## src/rtl/fetch_pc_unit_pkg.sv

```systemverilog
// Shared definitions for the F-stage PC unit: PCSel codes, reset PC,
// FSM state encodings and the fetch-address legality helper.
package fetch_pc_unit_pkg;

  // D-stage controller PC source encoding
  typedef enum logic [1:0] {
    PCSEL_ADD4 = 2'd0,
    PCSEL_NPC  = 2'd1,
    PCSEL_JRPC = 2'd2
  } pcsel_e;

  // Fetch FSM states
  typedef enum logic [1:0] {
    S_BOOT  = 2'd0,
    S_RUN   = 2'd1,
    S_FAULT = 2'd2
  } state_e;

  localparam logic [31:0] PC_RESET_DEF = 32'h0000_3000;
  localparam int          IM_WORDS_DEF = 1024;

  // A fetch address is legal when word aligned and inside the IM window.
  function automatic logic pc_in_range(input logic [31:0] pc,
                                       input logic [31:0] base,
                                       input int          words);
    logic [31:0] last;
    last = base + 32'(words * 4) - 32'd4;
    return (pc[1:0] == 2'b00) && (pc >= base) && (pc <= last);
  endfunction

endpackage

```

## src/rtl/fetch_pc_unit_npc_calc.sv

```systemverilog
// Next-PC calculator: turns the D-stage control (PCSel/isj/isb) and the
// D-stage instruction fields into a redirect request and its target.
// Purely combinational; stall qualification is done by the caller.
module npc_calc
  import fetch_pc_unit_pkg::*;
(
  input  logic [1:0]  PCSel,
  input  logic        isj,
  input  logic        isb,
  input  logic [31:0] IR_D,
  input  logic [31:0] PC_D,
  input  logic [31:0] rs_fwd,
  output logic        redirect,
  output logic [31:0] target
);

  logic [31:0] w_pc_d_plus4;
  logic [31:0] w_br_offset;
  logic [31:0] w_br_target;
  logic [31:0] w_j_target;
  logic        w_unused_opcode;

  assign w_pc_d_plus4    = PC_D + 32'd4;
  assign w_br_offset     = {{14{IR_D[15]}}, IR_D[15:0], 2'b00};
  assign w_br_target     = w_pc_d_plus4 + w_br_offset;
  assign w_j_target      = {PC_D[31:28], IR_D[25:0], 2'b00};
  // Opcode bits are decoded upstream; only the immediate fields matter here.
  assign w_unused_opcode = ^IR_D[31:26];

  // Select redirect and target; an untaken branch (NPC with isj=isb=0) is no redirect.
  always_comb begin
    redirect = 1'b0;
    target   = w_pc_d_plus4;
    case (PCSel)
      PCSEL_NPC: begin
        if (isj) begin
          redirect = 1'b1;
          target   = w_j_target;
        end else if (isb) begin
          redirect = 1'b1;
          target   = w_br_target;
        end
      end
      PCSEL_JRPC: begin
        redirect = 1'b1;
        target   = rs_fwd;
      end
      default: begin
        redirect = 1'b0;
        target   = w_pc_d_plus4;
      end
    endcase
  end

endmodule

```

## src/rtl/fetch_pc_unit.sv

```systemverilog
// F-stage PC/NPC unit: owns the PC register, the instruction-memory
// req/ready handshake and the F/D instruction register.
// D-stage redirects honour the MIPS delay slot: the target is applied only
// once the delay-slot fetch (pc = PC_D+4) has been accepted; until then it
// is parked in a pending register (latest redirect wins).
// Optional feature: FETCH_ALIGN_CHECK_EN enables fetch-address fault
// detection (misaligned or outside IM) with a sticky S_FAULT state.
module fetch_pc_unit
  import fetch_pc_unit_pkg::*;
#(
  parameter logic [31:0] PC_RESET = PC_RESET_DEF,
  parameter int          IM_WORDS = IM_WORDS_DEF
) (
  input  logic        clk,
  input  logic        reset,
  input  logic        stall_i,
  input  logic [1:0]  PCSel,
  input  logic        isj,
  input  logic        isb,
  input  logic [31:0] IR_D,
  input  logic [31:0] PC_D,
  input  logic [31:0] rs_fwd,
  output logic        imem_req,
  output logic [31:0] imem_addr,
  input  logic        imem_ready,
  input  logic [31:0] imem_rdata,
  output logic [31:0] IR_F,
  output logic [31:0] PC_F,
  output logic        valid_F,
  output logic        exc_adel
);

  state_e      r_state;
  state_e      w_state_nxt;
  logic [31:0] r_pc;
  logic        r_pend;
  logic [31:0] r_pend_tgt;
  logic [31:0] r_ir;
  logic [31:0] r_pc_f;
  logic        r_valid;

  logic        w_redirect_raw;
  logic        w_redirect;
  logic [31:0] w_target;
  logic        w_accept;
  logic [31:0] w_pc_seq;
  logic [31:0] w_pc_new;
  logic        w_pc_ok;
  logic        w_fault;

  npc_calc u_npc_calc (
    .PCSel    (PCSel),
    .isj      (isj),
    .isb      (isb),
    .IR_D     (IR_D),
    .PC_D     (PC_D),
    .rs_fwd   (rs_fwd),
    .redirect (w_redirect_raw),
    .target   (w_target)
  );

  assign w_redirect = ~stall_i & w_redirect_raw;
  assign w_accept   = imem_req & imem_ready;
  assign w_pc_seq   = r_pc + 32'd4;
  assign w_pc_new   = w_redirect ? w_target : (r_pend ? r_pend_tgt : w_pc_seq);
  assign w_pc_ok    = pc_in_range(w_pc_new, PC_RESET, IM_WORDS);

`ifdef FETCH_ALIGN_CHECK_EN
  logic r_exc;

  // A bad next PC is never fetched: it raises the fault on the accepting edge.
  assign w_fault   = w_accept & ~w_pc_ok;
  assign imem_addr = r_pc;
  assign exc_adel  = r_exc;

  // Sticky address-error flag, cleared only by reset.
  always_ff @(posedge clk) begin
    if (reset) begin
      r_exc <= 1'b0;
    end else if (w_fault) begin
      r_exc <= 1'b1;
    end
  end
`else
  logic w_unused_range;

  assign w_fault        = 1'b0;
  assign w_unused_range = w_pc_ok;
  assign imem_addr      = {r_pc[31:2], 2'b00};
  assign exc_adel       = 1'b0;
`endif

  // FSM state register.
  always_ff @(posedge clk) begin
    if (reset) begin
      r_state <= S_BOOT;
    end else begin
      r_state <= w_state_nxt;
    end
  end

  // FSM next state: boot lasts one cycle; fault is sticky until reset.
  always_comb begin
    w_state_nxt = r_state;
    case (r_state)
      S_BOOT:  w_state_nxt = S_RUN;
      S_RUN:   w_state_nxt = w_fault ? S_FAULT : S_RUN;
      S_FAULT: w_state_nxt = S_FAULT;
      default: w_state_nxt = S_BOOT;
    endcase
  end

  // FSM outputs: fetch only while running, unstalled and out of reset.
  always_comb begin
    imem_req = 1'b0;
    if (r_state == S_RUN) begin
      imem_req = ~stall_i & ~reset;
    end
  end

  // PC, pending redirect and F/D register update.
  always_ff @(posedge clk) begin
    if (reset) begin
      r_pc       <= PC_RESET;
      r_pend     <= 1'b0;
      r_pend_tgt <= 32'd0;
      r_ir       <= 32'd0;
      r_pc_f     <= 32'd0;
      r_valid    <= 1'b0;
    end else if (!stall_i) begin
      if (w_accept) begin
        r_ir    <= imem_rdata;
        r_pc_f  <= r_pc;
        r_valid <= 1'b1;
        r_pc    <= w_pc_new;
        r_pend  <= 1'b0;
      end else begin
        r_ir    <= 32'd0;
        r_valid <= 1'b0;
        if (w_redirect) begin
          r_pend     <= 1'b1;
          r_pend_tgt <= w_target;
        end
      end
    end
  end

  assign IR_F    = r_ir;
  assign PC_F    = r_pc_f;
  assign valid_F = r_valid;

endmodule

```

## config.mk

```make
export PLATFORM = sky130hd
export DESIGN_NAME = fetch_pc_unit
export DESIGN_NICKNAME = d
export VERILOG_FILES = /design/src/rtl/fetch_pc_unit_pkg.sv /design/src/rtl/fetch_pc_unit_npc_calc.sv /design/src/rtl/fetch_pc_unit.sv
export SDC_FILE = /design/constraint.sdc
export NUM_CORES = 1
export LEC_CHECK = 0
export ABC_AREA = 0
export CAP_MARGIN = 20
export CORE_ASPECT_RATIO = 0.75
export CORE_MARGIN = 8
export CORE_UTILIZATION = 30
export DETAILED_ROUTE_END_ITERATION = 8
export PLACE_DENSITY = 0.59
export SYNTH_ARGS = -nofsm -noshare
export SYNTH_HDL_FRONTEND = slang
export SYNTH_SLANG_ARGS = --single-unit
```

## constraint.sdc

```tcl
create_clock -name clk -period 4.8 [get_ports clk]
set_clock_uncertainty 0.05 [all_clocks]
set_input_delay 0.72 -clock clk [delete_from_list [all_inputs] [get_ports clk]]
set_output_delay 0.72 -clock clk [all_outputs]
set_load 0.02 [all_outputs]
```

Word-level counts from Yosys, hierarchy flattened:

Cells that the tools add are included.

* register bits: 132
* input port bits: 136

* add/sub/neg operators: 3
* eq/ne operators: 4
* muxes and demuxes: 14
* bitwise logic cells: 6
* reduce and logical (&&, ||, !) cells: 6

Operators by type and width (number)
* two-way mux 32 bit: 5
* adder 32 x 3 -> 32 bit (second input constant): 2
* one-hot mux 32 bit (2 select lines): 1
* adder 32 bit: 1
* two-way mux 1 bit: 6
* == test 2 x 1 -> 1 bit (second input constant): 2
* == test 2 bit (second input constant): 2
* one-hot mux 2 bit (2 select lines): 1
* AND reduction 2 bit: 2
* bitwise AND 1 bit: 3
* inverter 1 bit: 3
* AND reduction 3 bit: 1
* zero test 2 bit: 1
* one-hot mux 1 bit (2 select lines): 1
* nonzero test 2 bit: 1
* OR reduction 2 bit: 1

Longest topological paths before layout:

* depth after elaboration: 6
* depth in mapped cells: 15

Cells and area by module:

From an unflattened synthesis, not the netlist that was laid out.

* cell total of the unflattened synthesis: 1168
* area total of the unflattened synthesis: 9110.0 um^2

By module, submodules not included
* fetch_pc_unit: instances 1, cells an instance 682, area each 5879.4 um^2, sequential area each 2642.5 um^2
* npc_calc: instances 1, cells an instance 486, area each 3230.6 um^2, sequential area each 0.0 um^2

Worst setup path after synthesis:

OpenSTA, ideal clock, no wires.

* path type: input to register
* start: input PC_D[8]
* end: register r_pc[28]
* data arrival time: 3.495 ns
* required time: 4.625 ns
* setup slack: 1.130 ns
* stages: 14
* path buffers: 0
* cell sequence: and4_1 nand3_1 or3_4 nor2_1 xor2_1 ha_1 a21oi_1 o21ai_0 nor2_1 a31oi_2 a311o_1 xor2_1 o31ai_1 a21oi_1

* longest elaborated chain between the ends: 6

RTL lines
* start: declaration: RTL line fetch_pc_unit.sv:21 `input logic [31:0] PC_D,`
* adder 32 x 3 -> 32 bit *: RTL line fetch_pc_unit_npc_calc.sv:23 `assign w_pc_d_plus4 = PC_D + 32'd4;`
* adder 32 bit: RTL line fetch_pc_unit_npc_calc.sv:25 `assign w_br_target = w_pc_d_plus4 + w_br_offset;`
* two-way mux 32 bit: RTL line fetch_pc_unit_npc_calc.sv:39 `end else if (isb) begin`
* two-way mux 32 bit: RTL line fetch_pc_unit_npc_calc.sv:36 `if (isj) begin`
* one-hot mux 32 bit (2 select lines) *: RTL line fetch_pc_unit_npc_calc.sv:34 `case (PCSel)`
* two-way mux 32 bit *: RTL line fetch_pc_unit.sv:65 `assign w_pc_new = w_redirect ? w_target : (r_pend ? r_pend_tgt : w_pc_seq);`
* end signal: assignment: RTL line fetch_pc_unit.sv:135 `r_pc <= w_pc_new;`
* end: declaration: RTL line fetch_pc_unit.sv:35 `logic [31:0] r_pc;`

Every way passes the cells marked *; elsewhere a longest branch is shown, timed or not.
A chain may end at the register's enable or synchronous reset.

Worst setup path in the final report:

* start: input PC_D[2]
* end: register r_pc[31]

The elaborated chain is that of the path after synthesis.

==> flow_metrics.py <==
metrics = {
    "floorplanning": {
        "die_w_um": 218,
        "chipHeight_um": 167,
        "die_area_mm2": 0.0365,
        "coreArea_mm2": 0.0301,
        "row_count": 55,
        "start_util_pct": 30.4,
        "ioPinCount": 235,
    },
    "global_route": {
        "use_met1_pct": 25.8,
        "grt_max_degree": 77,
        "gr-max-usage-layer": "met2",
        "met2_usage_pct": 28.8,
        "antenna_found_initial": 4,
        "grtUsageMet3_pct": 4.11,
        "grt_pass1_wl_um": 54600,
        "overflow": 0,
        "grt_pass1_vias": 9477,
        "grtUsageTotal_pct": 18.7,
    },
    "pwr": {
        "worst_ir_drop_vdd_v": 0.000229,
        "p_leak_nw": 4.45,
        "pwr-share-comb_pct": 21.5,
        "intPower_w": 0.00246,
        "seqPwrFrac_pct": 33.6,
        "netSwitchingPower_w": 0.000952,
        "clkPwrFrac_pct": 45.0,
        "finalPower_w": 0.00341,
        "swShare_pct": 27.9,
        "power_density_mw_per_mm2": 274,
    },
    "routing": {
        "antenna_left": 0,
        "routed_wl_um": 35400,
        "first_pass_iters": 6,
        "route.detailed.drc": 0,
        "vias_per_cell": 5.38,
        "first_iter_violations": 858,
        "routedWlPerCell_um": 19.4,
        "num_vias": 9831,
    },
    "logic_synthesis": {
        "avgSynthCellArea_um2": 7.45,
        "ys_async_sr_fraction_pct": 0,
        "netlist_area_mm2": 0.00918,
        "yosysUniqueCellTypes": 81,
        "ys_seq_area_share_pct": 28.8,
        "yosysWarningCount": 0,
        "synth_flop_cell": "dfxtp_1",
        "synthCells": 1231,
        "synth_edf_count": 0,
        "synth_seq_cells": 132,
    },
    "clocking": {
        "cts_resized": 0,
        "clk_pin_slew_ns": 0.06,
        "cts.path.max_buffers": 2,
        "post_cts_buffers": 0,
        "hold_buffers": 0,
        "htreeDepth": 4,
        "cts_buffers": 17,
        "clock-sinks": 132,
        "root_buffer": "clkbuf_16",
        "cts_tree": "built",
        "clk_latency_ns": 0.41,
    },
    "timing": {
        "finalCriticalPeriod_ns": 4.36,
        "rsz0062_at_grt": "no",
        "postLayoutSetupSlackWorst_ns": 0.437,
        "hold_viol": 0,
        "fmax_mhz": 229,
        "slew_violations": 0,
        "maxSlewHeadroom_pct": 28.0,
        "hold_slack_ns": 0.367,
        "fin_crit_sh_pct": 90.9,
        "tightest_slew_ns": 1.08,
        "fin_setup_tns_ns": 0,
        "setup_viol": 0,
    },
    "worst_setup_path": {
        "required_ns": 5.06,
        "crit_type": "primary input to flip-flop",
        "end_kind": "flip-flop",
        "crit_fanout": 7,
        "timing.rr.start": "r_state[1]",
        "start_kind": "primary input",
        "max_stage_delay_ns": 0.63,
        "crit_arrival_ns": 4.62,
        "crit_path_top_delay_cell": "o41ai_1",
        "crit_path_start": "PC_D[2]",
        "cp_common_cell": "nand3_1",
        "crit_chain": "clkdlybuf4s50_1 -> and4_1 -> and2_1 -> nand3_1 -> xnor2_1 -> ha_1 -> nand3_1 -> nor2_1 -> a211o_1 -> a21o_1 -> a21oi_4 -> o41ai_1 -> mux2i_1 -> o31ai_1",
    },
    "layout": {
        "area_delta_synth_final_pct": 35.4,
        "drive_above_1_share_pct": 8.20,
        "fin_nets": 1589,
        "multi_input_area_mm2": 0.00590,
        "fillerInstances": 3101,
        "stdcell_area_mm2": 0.0124,
        "area.sequential_mm2": 0.00264,
    },
    "placed_design": {
        "hpwlAfterDp_um": 27100,
        "gp_congestion": 0.923,
        "placed_cell_area_mm2": 0.0117,
        "port_buffers": 225,
        "place_ws_ns": 0.0637,
    },
    "status": {
        "status": "finished clean",
    },
    "job": {
        "maxCapViolations": 0,
    },
    "worst_hold_path": {
        "hp-start": "r_state[0]",
        "hold_class": "flip-flop to flip-flop",
    },
}
-- stage by stage --
step	util (%)	instances
floorplan	-	1233
global placement	38.9	1794
detailed placement	38.9	1794
CTS	41.2	1826
global route	41.2	1828
finish	41.2	1828
-- synth_stat cells, drive strengths merged (7+ instances only) --
cell	instances	area share (%)
nand2	178	7.3
dfxtp	132	29
o21ai	131	7.2
a21oi	100	5.6
nor2	98	4.1
buf	55	3.8
clkbuf	55	2.2
nand3	53	2.9
a22oi	46	3.8
xnor2	43	4.2
ha	38	5.2
xor2	25	2.4
inv	23	0.94
a21o	18	1.5
a31oi	17	1.2
nand4	16	1.2
and3	15	1.0
nor3	13	0.83
o221ai	12	1.1
a211oi	10	0.82
mux2i	9	0.98
o211ai	9	0.74
nand2b	8	0.55
or3	8	0.60
and2	7	0.49
and4	7	0.67
nor2b	7	0.48
o21a	7	0.57
o22ai	7	0.48
-- routing by layer --
metal,part of all wire (%),up-vias
li1,-,4800
met3,6.8,32
met5,0.076,-
met4,1.7,4
met1,47,4674
met2,45,321
-- layout make-up --
type	instances	area share (%)
diodes	2	0.0403
clock buffers	21	3.79
clock inverters	11	1.77
inverters	23	0.695
multi-input cells	968	47.5
flip-flops and latches	132	21.3
well taps	399	4.02
repair buffers	272	20.9
-- cell families (layout without fill, tap and decap cells) --
kind of cell,after synthesis,in the layout,share of synthesized area (%)
compound gates,413,413,28.8
xor+xnor,68,68,6.57
fa+ha+maj,39,39,5.40
buf+inv,133,327,6.99
flops,132,132,28.8
mux,10,10,1.10
other cells,1,5,0.0409
simple gates,435,435,22.3
-- path summary, 6_finish.rpt --
check / end / slack [ns] / cells past startpoint
min reg2reg: r_state[1] / 0.37 / 1
max: r_pc[31] / 0.44 / 14
max reg2reg: r_pc[25] / 2.15 / 6
min: r_state[1] / 0.37 / 1
-- power by group through the flow --
stage	Combinational (W)	Sequential [W]	Clock (W)
floorplan	0.000415	0.00117	0
global placement	0.000714	0.00117	0
detailed placement	0.000723	0.00117	0
CTS	0.000726	0.00114	0.00156
global route	0.000796	0.00115	0.00161
finish	0.000732	0.00114	0.00153
-- flip-flops by register name, indices dropped and copies added (netlist names) --
| name | flops |
|---|---|
| r_pend | 1 |
| r_pend_tgt | 32 |
| valid_F | 1 |
| PC_F | 32 |
| r_pc | 32 |
| IR_F | 32 |
| r_state | 2 |
-- cell usage in the layout, fill, tap and decap left out, types with 8 or more instances in the layout --
master and n:
nand3_1 53, nand2b_1 8, dfxtp_1 132, o211ai_1 9, clkdlybuf4s50_1 224, a22oi_1 46
ha_1 38, buf_4 47, o221ai_1 12, a21o_1 18, a21oi_1 99, nor3_1 12
mux2i_1 9, xor2_1 25, nor2_1 96, clkbuf_16 17, and3_1 15, xnor2_1 42
nand4_1 14, a31oi_1 16, inv_1 22, nand2_1 178, o21ai_0 123, a211oi_1 10
-- critical path: cells and delay by family --
| family | cells | cell delay [ns] |
|---|---|---|
| AO/OA/AOI/OAI | 5 | 1.50 |
| multiplexers | 1 | 0.21 |
| AND/OR/NAND/NOR | 5 | 1.01 |
| adder cells (fa/ha/maj) | 1 | 0.41 |
| buffers and inverters | 1 | 0.60 |
| XOR/XNOR | 1 | 0.18 |
(Power assumes the default switching activity.)
